**src/rtl/async_local_rx.sv**
```systemverilog
// Local-port sink of the switch's 4-phase bundled-data link: synchronises req,
// buffers flits in a small FIFO, checks framing/destination and streams flits out.
module async_local_rx #(
    parameter int WIDTH     = 64,
    parameter int LocationX = 2,
    parameter int LocationY = 2,
    parameter int COORD_W   = 4,
    parameter int DEPTH     = 4
) (
    input  logic             clk,
    input  logic             reset,
    input  logic             gen_enable,
    input  logic             req_i,
    input  logic [WIDTH-1:0] data_i,
    output logic             ack_o,
    output logic             out_valid_o,
    input  logic             out_ready_i,
    output logic [WIDTH-1:0] out_data_o,
    output logic             out_sop_o,
    output logic             out_eop_o,
    output logic [15:0]      pkt_count_o,
    output logic             err_frame_o,
    output logic             err_dest_o
);
    localparam int PW = (DEPTH > 1) ? $clog2(DEPTH) : 1;
    localparam int CW = PW + 1;

    typedef enum logic {IDLE, IN_PKT} state_t;

    state_t             state_q, state_d;
    logic               req_s1_q, req_s1_d, req_s2_q, req_s2_d;
    logic               ack_q, ack_d;
    logic [WIDTH+1:0]   mem_q [DEPTH];
    logic [WIDTH+1:0]   mem_d [DEPTH];
    logic [PW-1:0]      wr_ptr_q, wr_ptr_d, rd_ptr_q, rd_ptr_d;
    logic [CW-1:0]      count_q, count_d;
    logic               out_valid_q, out_valid_d;
    logic [WIDTH-1:0]   out_data_q, out_data_d;
    logic               out_sop_q, out_sop_d, out_eop_q, out_eop_d;
    logic [15:0]        pkt_count_q, pkt_count_d;
    logic               err_frame_q, err_frame_d, err_dest_q, err_dest_d;

    logic               is_head, is_tail, full, push, pop, avail, dest_bad;
    logic [COORD_W-1:0] dst_x, dst_y;
    logic [WIDTH+1:0]   head_entry;

    // Type bit 0 marks a packet start, bit 1 a packet end (single = both).
    assign is_head  = data_i[WIDTH-2];
    assign is_tail  = data_i[WIDTH-1];
    assign dst_x    = data_i[WIDTH-3 -: COORD_W];
    assign dst_y    = data_i[WIDTH-3-COORD_W -: COORD_W];
    assign dest_bad = (dst_x != COORD_W'(LocationX)) || (dst_y != COORD_W'(LocationY));

    assign full = (count_q == CW'(DEPTH));
    assign push = req_s2_q & ~ack_q & ~full & gen_enable;
    assign pop  = out_valid_q & out_ready_i;

    // The output register only shows entries already in memory before this
    // edge, so a freshly written flit appears one cycle after its write.
    assign avail      = pop ? (count_q > CW'(1)) : (count_q != '0);
    assign head_entry = mem_q[rd_ptr_d];

    always_comb begin
        state_d     = state_q;
        req_s1_d    = req_i;
        req_s2_d    = req_s1_q;
        ack_d       = ack_q;
        mem_d       = mem_q;
        wr_ptr_d    = wr_ptr_q + PW'(push);
        rd_ptr_d    = rd_ptr_q + PW'(pop);
        count_d     = count_q + CW'(push) - CW'(pop);
        pkt_count_d = pkt_count_q;
        err_frame_d = err_frame_q;
        err_dest_d  = err_dest_q;

        if (push)
            ack_d = 1'b1;
        else if (!req_s2_q && ack_q)
            ack_d = 1'b0;

        if (push) begin
            mem_d[wr_ptr_q] = {is_tail, is_head, data_i};
            if (is_tail)
                pkt_count_d = pkt_count_q + 16'd1;
            if (is_head && dest_bad)
                err_dest_d = 1'b1;
            case (state_q)
                IDLE: begin
                    if (is_head)
                        state_d = is_tail ? IDLE : IN_PKT;
                    else
                        err_frame_d = 1'b1;
                end
                IN_PKT: begin
                    if (is_head) begin
                        err_frame_d = 1'b1;
                        state_d     = is_tail ? IDLE : IN_PKT;
                    end else if (is_tail) begin
                        state_d = IDLE;
                    end
                end
                default: state_d = IDLE;
            endcase
        end

        out_valid_d = avail;
        out_data_d  = avail ? head_entry[WIDTH-1:0] : '0;
        out_sop_d   = avail & head_entry[WIDTH];
        out_eop_d   = avail & head_entry[WIDTH+1];
    end

    always_ff @(posedge clk) begin
        if (reset) begin
            state_q     <= IDLE;
            req_s1_q    <= 1'b0;
            req_s2_q    <= 1'b0;
            ack_q       <= 1'b0;
            mem_q       <= '{default: '0};
            wr_ptr_q    <= '0;
            rd_ptr_q    <= '0;
            count_q     <= '0;
            out_valid_q <= 1'b0;
            out_data_q  <= '0;
            out_sop_q   <= 1'b0;
            out_eop_q   <= 1'b0;
            pkt_count_q <= '0;
            err_frame_q <= 1'b0;
            err_dest_q  <= 1'b0;
        end else begin
            state_q     <= state_d;
            req_s1_q    <= req_s1_d;
            req_s2_q    <= req_s2_d;
            ack_q       <= ack_d;
            mem_q       <= mem_d;
            wr_ptr_q    <= wr_ptr_d;
            rd_ptr_q    <= rd_ptr_d;
            count_q     <= count_d;
            out_valid_q <= out_valid_d;
            out_data_q  <= out_data_d;
            out_sop_q   <= out_sop_d;
            out_eop_q   <= out_eop_d;
            pkt_count_q <= pkt_count_d;
            err_frame_q <= err_frame_d;
            err_dest_q  <= err_dest_d;
        end
    end

    assign ack_o       = ack_q;
    assign out_valid_o = out_valid_q;
    assign out_data_o  = out_data_q;
    assign out_sop_o   = out_sop_q;
    assign out_eop_o   = out_eop_q;
    assign pkt_count_o = pkt_count_q;
    assign err_frame_o = err_frame_q;
    assign err_dest_o  = err_dest_q;
endmodule
```
**config.mk**
```make
export PLATFORM = sky130hd
export DESIGN_NAME = async_local_rx
export DESIGN_NICKNAME = d
export VERILOG_FILES = /design/src/rtl/async_local_rx.sv
export SDC_FILE = /design/constraint.sdc
export NUM_CORES = 1
export LEC_CHECK = 0
export BUFFER_PORTS_ARGS = -buffer_cell sky130_fd_sc_hd__buf_2
export CAP_MARGIN = 40
export CORE_AREA = 2 2 180 182
export DETAILED_ROUTE_END_ITERATION = 8
export DIE_AREA = 0 0 182 184
export MAX_ROUTING_LAYER = met4
export PLACE_DENSITY = 0.6
export REMOVE_ABC_BUFFERS = 1
export SLEW_MARGIN = 20
export SYNTH_ARGS = -nofsm -noshare
export SYNTH_HDL_FRONTEND = slang
export SYNTH_SLANG_ARGS = --single-unit
export TNS_END_PERCENT = 10
```
**constraint.sdc**
```tcl
create_clock -name clk -period 3.1 [get_ports clk]
set_input_delay 0.31 -clock clk [delete_from_list [all_inputs] [get_ports clk]]
set_output_delay 0.31 -clock clk [all_outputs]
set_load 0.01 [all_outputs]
```
==> out/metrics.sh <==
RUN_STATUS='complete, no violations'
YOSYSSEQAREASHARE=0.525
FINISH.NET_COUNT=1677
SYNTH_TOP_AREA_CELL='sky130_fd_sc_hd__dfxtp_1'
TIMING.HOLD.WORST.CLASS='in -> reg'
CTS_MADE_BUFFERS=38
DRT_PRE_ANTENNA_ITERS=5
DIEAREA_UM2=33500
SYNTH_CELLS=1489
CRIT_CHAIN='nor3b_4 -> nor4_4 -> buf_4 -> nand2_1 -> a21oi_1'
CTSLONGESTPATHBUFFERS=3
CRIT_PATH_END_KIND='flop'
WORST_PIN_SLEW_NS=0.793
POWER_LEAKAGE_nW=5.54
CTSRESIZECOUNT=0
IRDROPWORSTVDD_uV=633
SYNTHESIS.YOSYS.WARNINGS=0
SEQCELLAREA_UM2=7050
RR_ENDPOINT='mem_q[117]'
ASYNC_FLOP_SHARE=0
GRT_START_MAX_NET_PINS=159
DIEWIDTH_UM=182
TOTAL_POWER_DENSITY_PER_CELL_AREA_nW_PER_UM2=634
CLOCK_TREE_FROM_TRITONCTS='done'
DRT_WL_TOTAL_MM=34.5
CLK_PIN_SLEW_NS=0.06
CRITICAL_PATH_CLASS='reg -> reg'
CRIT_START='count_q[1]'
CORE-AREA_UM2=31400
WORST-ENDPOINT-ARRIVAL_NS=2.91
FILL_CELLS=2973
HTREEDEPTH=2
GLOBALROUTE.TOTALOVERFLOW=0
ROUTE.DETAILED.VIAS_PER_INST=5.20
DETAIL_ROUTE.WL_PER_CELL_UM=17.0
DATA_REQUIRED_TIME_OF_THE_CRITICAL_PATH_NS=3.53
CLOCK-ROOT-BUFFER='sky130_fd_sc_hd__clkbuf_16'
SLOWEST_DELAY_NS=0.74
SYN_AREA_UM2=13400
DR.FIRST_ITER.DRC_COUNT=759
PLACE.PORT_BUFFERS=154
POST_CTS_BUFFERS=0
CRITICAL_PATH_BUF_INV_COUNT=1
NUMBER_OF_GLOBAL_ROUTE_VIAS_BEFORE_REPAIR=10180
CRITICAL-PATH-TOP-DELAY-FAMILY='simple AND/OR/NAND/NOR gates'
POSTLAYOUTCOREUTIL=0.506
START_UTIL=0.428
FINAL_MAX_SLEW_VIOL_COUNT=0
CRITICAL_PATH.STARTPOINT_TYPE='flop'
PERIOD_MINUS_SLACK_NS=2.48
MAX_FREQ_GHz=0.403
POSTSYNTH.TOPFLOPCELL='sky130_fd_sc_hd__dfxtp_1'
MULTI_INPUT_COMB_AREA_UM2=5950
POST-LAYOUT-TOTAL-POWER_mW=10.1
CLOCK_SINK_COUNT=352
INSERTION_DELAY_NS=0.52
CRIT_PATH_END='mem_q[117]'
TIMING.CRITICAL_PATH.DEPTH=5
SETUP_VIOL=0
ANTENNA_VIOLATIONS_BEFORE_REPAIR=3
PLACE_CONGESTION=0.791
MAX_CAP_VIOLATIONS=0
FIRST_PASS_GRT_WIRE_LENGTH_MM=55.2
CRITICAL_PATH.MAX_FANOUT=53
DIE_H_UM=184
HOLD_PATH.STARTPOINT='data_i[45]'
CRIT-REG2REG-LAUNCH='count_q[1]'
DP.FINAL_HPWL_MM=19.6
NETLIST.AREA_LEADER.SHARE=0.525
REG2REG_SLACK_NS=0.62
AREA_GROWTH_SYN_TO_LAYOUT_PCT=18.2
PLACEMENT_STAGE_WORST_SETUP_SLACK_NS=0.615
YOSYS-TOP-CELLS-COUNT='sky130_fd_sc_hd__nand2_1 (522), sky130_fd_sc_hd__dfxtp_1 (352), sky130_fd_sc_hd__a21oi_1 (265)'
SYNTH_ENABLE_FLOP_CELLS=0
WORST_SLACK_NS=0.620
SYNTH.TOP_CELLS.BY_AREA='sky130_fd_sc_hd__dfxtp_1 (52%), sky130_fd_sc_hd__nand2_1 (15%), sky130_fd_sc_hd__mux4_2 (11%)'
TIMING.FINAL.HOLD_VIOLATIONS=0
SYN_AVG_CELL_AREA_UM2=9.02
SLEW_HEADROOM=0.468
FRACTION_OF_LAYOUT_INSTANCES_USING_A_DRIVE_STRENGTH_ABOVE_1=0.192
IO_PINS=155
ANT_NETS=0
UNREPAIRED_SETUP_ENDPOINTS_AFTER_GLOBAL_ROUTING='false'
FIN_SKEW_NS=0.0175
REG2REG_DEPTH=5
DRC_ERRORS=0
SYNTH_MOST_COMMON_CELL='sky130_fd_sc_hd__nand2_1'
CTS_HOLD_BUF=1
STANDARD_CELL_ROWS=65
LAYOUT_WORST_PATH_CYCLE_SHARE=0.800
NUM_VIAS=10544
POST_SYNTHESIS_CELL_TYPE_COUNT=37
TIMING.CRITICAL_PATH.SLOWEST_STAGE_CELL='sky130_fd_sc_hd__buf_4'
TOTAL_GRT_USAGE=0.212
POSTSYNTHREGISTERBITS=352
-- where the power goes --
group	internal [mW]	switching, mW	leakage [nW]	total [mW]
Clock	2.60	1.74	0.591	4.34
Combinational	0.404	0.680	2.11	1.08
Sequential	4.59	0.0439	2.84	4.64
Total	7.59	2.47	5.54	10.1
-- metrics by stage --
step / hold slack (ns) / TNS (ns) / area, µm² / std cells
floorplan: 0.377 / -431.90 / 13000 / 1379
global placement: 0.417 / 0 / 14600 / 1957
detailed placement: 0.444 / 0 / 14700 / 1961
CTS: 0.0340 / 0 / 15900 / 2026
global route: 0.0482 / 0 / 15900 / 2029
finish: 0.0604 / 0 / 15900 / 2029
-- routing by layer --
metal	GRT usage	vias to the layer above	wire [µm]
li1	-	5182	-
met1	0.276	5049	15700
met2	0.347	271	16400
met3	0.0357	42	1910
met4	0.0494	0	518
met5	-	-	0
-- kinds of logic after synthesis --
kind of cell    Yosys count  share of synthesized area
fa+ha+maj                 8                    0.00801
compound gates          277                      0.104
xor+xnor                 12                    0.00783
flops                   352                      0.525
mux                      65                      0.108
simple gates            652                      0.210
buf+inv                 123                     0.0367
-- state kept, by name (all words and copies together) (netlist names), 2 cells and up --
name         count
wr_ptr_q         2
pkt_count_o     16
mem_q          256
out_data_o      64
rd_ptr_q         2
count_q          3
-- placed cells by master, fill, tap and decap left out, types with 2 or more instances in the layout --
master,instances
sky130_fd_sc_hd__nand2_1,522
sky130_fd_sc_hd__dfxtp_1,352
sky130_fd_sc_hd__a21oi_1,265
sky130_fd_sc_hd__buf_2,153
sky130_fd_sc_hd__nor2b_1,73
sky130_fd_sc_hd__mux4_2,64
sky130_fd_sc_hd__clkbuf_16,39
sky130_fd_sc_hd__nor2_1,17
sky130_fd_sc_hd__buf_4,16
sky130_fd_sc_hd__inv_1,13
sky130_fd_sc_hd__xnor2_1,11
sky130_fd_sc_hd__clkbuf_1,10
sky130_fd_sc_hd__clkbuf_8,10
sky130_fd_sc_hd__buf_12,8
sky130_fd_sc_hd__o21ai_0,7
sky130_fd_sc_hd__nand3_1,6
sky130_fd_sc_hd__ha_1,6
sky130_fd_sc_hd__or3_1,5
sky130_fd_sc_hd__clkinv_2,4
sky130_fd_sc_hd__diode_2,3
sky130_fd_sc_hd__nor3_1,3
sky130_fd_sc_hd__nor4_4,3
sky130_fd_sc_hd__nor4_1,3
sky130_fd_sc_hd__nor4b_1,3
sky130_fd_sc_hd__nand2b_1,2
sky130_fd_sc_hd__or4_2,2
sky130_fd_sc_hd__nand4_1,2
sky130_fd_sc_hd__or4_1,2
sky130_fd_sc_hd__buf_16,2
-- cell type report --
class,count,share of cell area
clock inverter,6,0.00370
timing repair buffer,181,0.0709
antenna,3,0.000473
multi-input combinational,1014,0.375
inverter,13,0.00307
tap,402,0.0317
clock buffer,58,0.0717
sequential,352,0.444
-- worst min-delay path by stage --
stage                       to  slack [ns]  cells after the start
CTS                 mem_q[226]        0.03                      3
floorplan           count_q[1]        0.38                      1
global placement      req_s2_q        0.42                      1
finish               mem_q[45]        0.06                      3
detailed placement  mem_q[187]        0.44                      2
global route        mem_q[230]        0.05                      3
-- worst register-to-register path, delay by kind of cell, from the launching register on --
kind            cells  cell delay [ns]
simple gates        3             1.04
flops               1             0.47
buf+inv             1             0.74
compound gates      1             0.15
(Power assumes the default switching activity.)
